<file path="src/rtl/mult_div_unit_pkg.sv">
// Shared types and constants for the E-stage multiply/divide unit.
package md_pkg;

    typedef enum logic [1:0] {
        MD_IDLE,
        MD_MULT,
        MD_DIV
    } md_state_e;

    localparam logic MD_OP_MUL = 1'b0;
    localparam logic MD_OP_DIV = 1'b1;

    localparam logic HL_SEL_LO = 1'b0;
    localparam logic HL_SEL_HI = 1'b1;

    // Most-negative dividend; /-1 yields itself with zero remainder, no trap.
    localparam logic [31:0] DIVIDE_OVF_NUM = 32'h8000_0000;

    // Magnitude of a 32-bit operand when treated as signed; raw value otherwise.
    function automatic logic [31:0] abs_val(input logic [31:0] x, input logic sgn);
        return (sgn && x[31]) ? (~x + 32'd1) : x;
    endfunction

endpackage

</file>
<file path="src/rtl/mult_div_unit_if.sv">
// Execute-stage <-> multiply/divide unit handshake and HI/LO read-back.
interface mult_div_unit_if;

    logic [31:0] D1;
    logic [31:0] D2;
    logic        Start;
    logic        MD;
    logic        MDSign;
    logic        HLWrite;
    logic        HLSel;
    logic        InterruptRequest;
    logic        Busy;
    logic [31:0] HI;
    logic [31:0] LO;
    logic        Div0;

    // Execute stage drives operands and strobes.
    modport master (
        output D1, D2, Start, MD, MDSign, HLWrite, HLSel, InterruptRequest,
        input  Busy, HI, LO, Div0
    );

    // Multiply/divide unit responds.
    modport slave (
        input  D1, D2, Start, MD, MDSign, HLWrite, HLSel, InterruptRequest,
        output Busy, HI, LO, Div0
    );

endinterface

</file>
<file path="src/rtl/mult_div_unit_div_core.sv">
// Unsigned restoring divider, one quotient bit per cycle. The load cycle already
// performs the first iteration, so 32 bits are resolved after load plus 31 steps.
module md_div_core (
    input  logic        clk_i,
    input  logic        reset_i,
    input  logic        load_i,
    input  logic        step_i,
    input  logic [31:0] dividend_i,
    input  logic [31:0] divisor_i,
    output logic [31:0] quo_o,
    output logic [31:0] rem_o
);

    logic [31:0] rem_q, rem_d;
    logic [31:0] quo_q, quo_d;
    logic [31:0] dvs_q, dvs_d;
    logic [31:0] src_rem, src_quo;
    logic [32:0] shifted, trial;

    // One restoring iteration on either fresh operands (load) or the running state.
    always_comb begin
        src_rem = load_i ? 32'd0 : rem_q;
        src_quo = load_i ? dividend_i : quo_q;
        dvs_d   = load_i ? divisor_i : dvs_q;
        shifted = {src_rem, src_quo[31]};
        trial   = shifted - {1'b0, dvs_d};
        if (!trial[32]) begin
            rem_d = trial[31:0];
            quo_d = {src_quo[30:0], 1'b1};
        end else begin
            rem_d = shifted[31:0];
            quo_d = {src_quo[30:0], 1'b0};
        end
    end

    // Divider state register.
    always_ff @(posedge clk_i) begin
        if (reset_i) begin
            rem_q <= '0;
            quo_q <= '0;
            dvs_q <= '0;
        end else if (load_i || step_i) begin
            rem_q <= rem_d;
            quo_q <= quo_d;
            dvs_q <= dvs_d;
        end
    end

    assign quo_o = quo_q;
    assign rem_o = rem_q;

endmodule

</file>
<file path="src/rtl/mult_div_unit.sv">
// Iterative MULT/MULTU/DIV/DIVU responder owning the architectural HI/LO pair.
module mult_div_unit
    import md_pkg::*;
#(
    parameter int unsigned MULT_CYCLES = 5,
    parameter int unsigned DIV_CYCLES  = 32
) (
    input  logic            clk,
    input  logic            reset,
    mult_div_unit_if.slave  bus
);

    localparam int unsigned MaxCycles = (MULT_CYCLES > DIV_CYCLES) ? MULT_CYCLES : DIV_CYCLES;
    localparam int unsigned CntW      = $clog2(MaxCycles) + 1;

    md_state_e         state_q, state_d;
    logic [CntW-1:0]   cnt_q, cnt_d;
    logic [31:0]       hi_q, hi_d;
    logic [31:0]       lo_q, lo_d;
    logic [31:0]       a_q, a_d;
    logic [31:0]       b_q, b_d;
    logic              sign_q, sign_d;
    logic              q_neg_q, q_neg_d;
    logic              r_neg_q, r_neg_d;

    logic              busy;
    logic              div_by_zero;
    logic              accept;
    logic [63:0]       mul_a, mul_b, product;
    logic [31:0]       div_quo, div_rem;

    assign busy        = (state_q != MD_IDLE);
    assign div_by_zero = (bus.MD == MD_OP_DIV) && (bus.D2 == 32'd0);
    assign accept      = bus.Start && !busy && !bus.InterruptRequest && !div_by_zero;

    // Sign-extend to 64 bits so the low half of an unsigned product is the signed result.
    assign mul_a   = {{32{sign_q & a_q[31]}}, a_q};
    assign mul_b   = {{32{sign_q & b_q[31]}}, b_q};
    assign product = mul_a * mul_b;

    md_div_core u_div_core (
        .clk_i      (clk),
        .reset_i    (reset),
        .load_i     (accept && (bus.MD == MD_OP_DIV)),
        .step_i     (state_q == MD_DIV),
        .dividend_i (abs_val(bus.D1, bus.MDSign)),
        .divisor_i  (abs_val(bus.D2, bus.MDSign)),
        .quo_o      (div_quo),
        .rem_o      (div_rem)
    );

    // Next-state: launch on accept, count down, commit HI/LO on the final busy edge.
    always_comb begin
        state_d = state_q;
        cnt_d   = cnt_q;
        hi_d    = hi_q;
        lo_d    = lo_q;
        a_d     = a_q;
        b_d     = b_q;
        sign_d  = sign_q;
        q_neg_d = q_neg_q;
        r_neg_d = r_neg_q;
        unique case (state_q)
            MD_IDLE: begin
                if (accept) begin
                    state_d = (bus.MD == MD_OP_DIV) ? MD_DIV : MD_MULT;
                    cnt_d   = (bus.MD == MD_OP_DIV) ? CntW'(DIV_CYCLES) : CntW'(MULT_CYCLES);
                    a_d     = bus.D1;
                    b_d     = bus.D2;
                    sign_d  = bus.MDSign;
                    q_neg_d = bus.MDSign & (bus.D1[31] ^ bus.D2[31]);
                    r_neg_d = bus.MDSign & bus.D1[31];
                end else if (bus.HLWrite && !bus.Start && !bus.InterruptRequest) begin
                    // A Start in the same cycle (even a rejected one) drops the move.
                    if (bus.HLSel == HL_SEL_HI) hi_d = bus.D1;
                    else                        lo_d = bus.D1;
                end
            end
            MD_MULT: begin
                cnt_d = cnt_q - CntW'(1);
                if (cnt_q == CntW'(1)) begin
                    state_d = MD_IDLE;
                    hi_d    = product[63:32];
                    lo_d    = product[31:0];
                end
            end
            MD_DIV: begin
                cnt_d = cnt_q - CntW'(1);
                if (cnt_q == CntW'(1)) begin
                    state_d = MD_IDLE;
                    hi_d    = r_neg_q ? (~div_rem + 32'd1) : div_rem;
                    lo_d    = q_neg_q ? (~div_quo + 32'd1) : div_quo;
                end
            end
            default: state_d = MD_IDLE;
        endcase
    end

    // State and architectural HI/LO registers.
    always_ff @(posedge clk) begin
        if (reset) begin
            state_q <= MD_IDLE;
            cnt_q   <= '0;
            hi_q    <= '0;
            lo_q    <= '0;
            a_q     <= '0;
            b_q     <= '0;
            sign_q  <= 1'b0;
            q_neg_q <= 1'b0;
            r_neg_q <= 1'b0;
        end else begin
            state_q <= state_d;
            cnt_q   <= cnt_d;
            hi_q    <= hi_d;
            lo_q    <= lo_d;
            a_q     <= a_d;
            b_q     <= b_d;
            sign_q  <= sign_d;
            q_neg_q <= q_neg_d;
            r_neg_q <= r_neg_d;
        end
    end

    assign bus.Busy = busy;
    assign bus.HI   = hi_q;
    assign bus.LO   = lo_q;
    assign bus.Div0 = bus.Start && div_by_zero && !bus.InterruptRequest;

endmodule
</file>
<file path="src/flat_wrapper.sv">
// flat-port wrapper written by rule: the top's interface ports become plain ports
module mult_div_unit_flat import md_pkg::*;
#(
    parameter int unsigned MULT_CYCLES = 5,
    parameter int unsigned DIV_CYCLES  = 32
)
  (clk, reset, bus_D1, bus_D2, bus_Start, bus_MD, bus_MDSign, bus_HLWrite, bus_HLSel, bus_InterruptRequest, bus_Busy, bus_HI, bus_LO, bus_Div0);
  mult_div_unit_if bus_i ();
  input  logic clk;
  input  logic reset;
  input wire logic [$bits(bus_i.D1)-1:0] bus_D1;
  input wire logic [$bits(bus_i.D2)-1:0] bus_D2;
  input wire logic [$bits(bus_i.Start)-1:0] bus_Start;
  input wire logic [$bits(bus_i.MD)-1:0] bus_MD;
  input wire logic [$bits(bus_i.MDSign)-1:0] bus_MDSign;
  input wire logic [$bits(bus_i.HLWrite)-1:0] bus_HLWrite;
  input wire logic [$bits(bus_i.HLSel)-1:0] bus_HLSel;
  input wire logic [$bits(bus_i.InterruptRequest)-1:0] bus_InterruptRequest;
  output wire logic [$bits(bus_i.Busy)-1:0] bus_Busy;
  output wire logic [$bits(bus_i.HI)-1:0] bus_HI;
  output wire logic [$bits(bus_i.LO)-1:0] bus_LO;
  output wire logic [$bits(bus_i.Div0)-1:0] bus_Div0;
  assign bus_i.D1 = bus_D1;
  assign bus_i.D2 = bus_D2;
  assign bus_i.Start = bus_Start;
  assign bus_i.MD = bus_MD;
  assign bus_i.MDSign = bus_MDSign;
  assign bus_i.HLWrite = bus_HLWrite;
  assign bus_i.HLSel = bus_HLSel;
  assign bus_i.InterruptRequest = bus_InterruptRequest;
  assign bus_Busy = bus_i.Busy;
  assign bus_HI = bus_i.HI;
  assign bus_LO = bus_i.LO;
  assign bus_Div0 = bus_i.Div0;
  mult_div_unit #(.MULT_CYCLES(MULT_CYCLES), .DIV_CYCLES(DIV_CYCLES)) u_core (.clk(clk), .reset(reset), .bus(bus_i));
endmodule
</file>
<file path="config.mk">
export PLATFORM = sky130hd
export DESIGN_NAME = mult_div_unit_flat
export DESIGN_NICKNAME = d
export VERILOG_FILES = /design/src/rtl/mult_div_unit_pkg.sv /design/src/rtl/mult_div_unit_if.sv /design/src/rtl/mult_div_unit_div_core.sv /design/src/rtl/mult_div_unit.sv /design/src/flat_wrapper.sv
export SDC_FILE = /design/constraint.sdc
export NUM_CORES = 2
export LEC_CHECK = 0
export ABC_AREA = 1
export CAP_MARGIN = 20
export CORE_AREA = 3 3 337 339
export DETAILED_ROUTE_END_ITERATION = 6
export DIE_AREA = 0 0 340 342
export GPL_TIMING_DRIVEN = 1
export HOLD_SLACK_MARGIN = 0.15
export PLACE_DENSITY = 0.76
export SLEW_MARGIN = 20
export SYNTH_ARGS = -nofsm -noshare
export SYNTH_HDL_FRONTEND = slang
export SYNTH_SLANG_ARGS = --single-unit
</file>
<file path="constraint.sdc">
create_clock -name clk -period 14.46 [get_ports clk]
set_input_delay 4.338 -clock clk [delete_from_list [all_inputs] [get_ports clk]]
set_output_delay 4.338 -clock clk [all_outputs]
set_load 0.02 [all_outputs]
</file>
==> impl_metrics.json <==
{
  "status": "completed",
  "min_period_over_period": 0.790,
  "reg2reg_slack_ps": 5440,
  "die_w_um": 340,
  "die-area_um2": 116000,
  "tightest_slew_ps": 1160,
  "fillCellCount": 10512,
  "cts_hold_buffers": 0,
  "antenna_found_initial": 3,
  "hold_class": "reg2reg",
  "yosysUniqueCellTypes": 52,
  "drv_cap": 0,
  "fmax_mhz": 87.5,
  "startpoint_type": "primary input",
  "io_buffers": 137,
  "endpoint_kind": "primary output",
  "numCtsBuffers": 28,
  "worstSetupPathType": "in2out",
  "gp_congestion": 0.995,
  "min-delay-start": "u_core.bus.LO[1]",
  "fin_tns_setup_ps": 0,
  "critPathRequiredTime_ps": 10120,
  "final_common_cell": "nand2_1",
  "first_global_vias": 50350,
  "cts.repair.resized": 0,
  "path_max_fanout": 4,
  "synth.area.top_cells": "fa_1, nand2_1, inv_1",
  "powerDensity_nw_per_um2": 115,
  "htree_levels": 1,
  "dp_cells": 8878,
  "period_needed_ps": 11420,
  "hold_viol": 0,
  "clock_latency_ps": 620,
  "maxSlewViolCount": 0,
  "cp_data_arrival_time_ps": 7090,
  "grt_usage": 0.299,
  "syn_area_per_cell_um2": 7.32,
  "synth_cells": 7560,
  "drive_above_1_share": 0.0262,
  "rows": 122,
  "total_power_uw": 6720,
  "ant_nets": 0,
  "synth_top_area_share": 0.408,
  "hold_depth": 2,
  "synth_edf_count": 0,
  "die_y_um": 342,
  "synth_area_um2": 55300,
  "totalWireLength_um": 171000,
  "nets": 8872,
  "core_region_area_um2": 111000,
  "hold_end": "u_core.bus.LO[1]",
  "dpl.hpwl_um": 141000,
  "grt_pass1_wl_um": 275000,
  "drt-wirelength-per-cell_um": 19.2,
  "synth_ff_type": "dfxtp_1",
  "grt_overflow_total": 0,
  "numClockSinks": 235,
  "yosys.area.top_type": "fa_1",
  "drc": 0,
  "ys_seq_elements": 235,
  "yosys_warnings": 0,
  "start_util": 0.500,
  "grt_max_degree": 86,
  "vias": 48244,
  "area_growth_pct": 6.03,
  "cts.clk_slew.worst_paths_ps": 70,
  "finalSetupViolCount": 0,
  "slew_headroom": 0.218,
  "clockRootBuffer": "clkbuf_16",
  "io_pins": 138,
  "reg2reg_from": "u_core.b_q[0]",
  "seq_area_frac_synth": 0.0851,
  "cts_tree": "built",
  "async_reset_ff_frac": 0,
  "cts_max_path_buffers": 3,
  "leakage_uw": 0.0310,
  "vias_per_cell": 5.40,
  "cts_setup_buffers": 0,
  "finalNonFillerCells": 8932,
  "r2r_end": "u_core.bus.HI[19]",
  "vdd_ir_drop_max_v": 0.000123,
  "dr.pass1.iters": 6,
  "final_cell_mix": "nand2_1, inv_1, fa_1",
  "drt_iter0_drc": 4175,
  "rsz0062_at_grt": "false",
  "r2r_cells": 28,
  "syn-num-nets": 9012,
  "fin_skew_ps": 61.4
}
per-stage QoR:
stage | hold WS (ps) | instance area (µm²) | setup WS [ps] | util
after floorplan | 449 | 55300 | 4370 | -
after global placement | 454 | 57600 | 3000 | 0.521
after detailed placement | 468 | 57600 | 2980 | 0.521
after CTS | 477 | 58600 | 2980 | 0.530
after global routing | 487 | 58600 | 2870 | 0.530
final | 475 | 58600 | 3040 | 0.530
final cells by class:
class                      instances  area [µm²]  area share
antenna                            4        10.0    0.000171
inverter                        1878        7050       0.120
sequential                       235        4710      0.0803
multi-input combinational       5059       42000       0.717
clock inverter                    17         250     0.00427
tap                             1488        1860      0.0317
clock buffer                      33         739      0.0126
timing repair buffer             218        1980      0.0337
cells by family (layout without fill, tap and decap cells):
group / after synthesis / count (layout) / synth area share
multiplexers: 2 / 2 / 0.000362
other: 0 / 4 / 0
XOR/XNOR: 95 / 95 / 0.0150
flip-flops: 235 / 235 / 0.0851
AO/OA/AOI/OAI: 829 / 829 / 0.0793
adder cells (fa/ha/maj): 1380 / 1380 / 0.465
buffers and inverters: 2266 / 2146 / 0.155
AND/OR/NAND/NOR: 2753 / 2753 / 0.200
sequential cells by signal (all words and copies together), names as in the netlist:
register                 count
u_core.bus.LO               32
u_core.r_neg_q               1
u_core.q_neg_q               1
u_core.u_div_core.dvs_q     32
u_core.sign_q                1
u_core.cnt_q                 6
u_core.state_q               2
u_core.u_div_core.rem_o     32
u_core.b_q                  32
u_core.a_q                  32
u_core.bus.HI               32
u_core.u_div_core.quo_o     32
worst max-delay path by stage:
stage | start | to
after detailed placement | bus_D2[0] | bus_Div0
after global placement | bus_D2[0] | bus_Div0
after floorplan | bus_D2[1] | bus_Div0
final | bus_D2[1] | bus_Div0
after CTS | bus_D2[0] | bus_Div0
after global routing | bus_D2[0] | bus_Div0
where the power goes:
part,total [µW],switching [µW],internal [µW]
logic,5010,3380,1620
clock network,786,329,456
registers,927,142,784
routing by layer:
metal,vias up,GRT usage,routed length (µm)
li1,21823,-,-
met1,23951,0.388,67600
met2,2039,0.515,83000
met3,431,0.0338,12900
met4,0,0.114,7820
met5,-,0,0
critical path: stages:
cell and delay, ps:
clkdlybuf4s50_1 430, inv_1 110, ha_1 230, nand4_2 170
nor3_4 220, nand3_2 140, nor4_1 220, nand4_1 350
nor3_1 240, clkdlybuf4s50_1 640
cells in the mapped netlist (all sizes together), types with 15 or more instances:
library cell and instances:
nor4 15, o21ai 370, clkbuf 331, nand3 231, a21oi 360, o21bai 24, nand4 42, nor2 489
or2 23, a31oi 17, fa 1126, xnor2 37, nand2 1885, nor3 50, o211ai 27, ha 254
xor2 58, dfxtp 235, buf 57, inv 1878
Note: power is estimated with default switching activity, not from simulation.
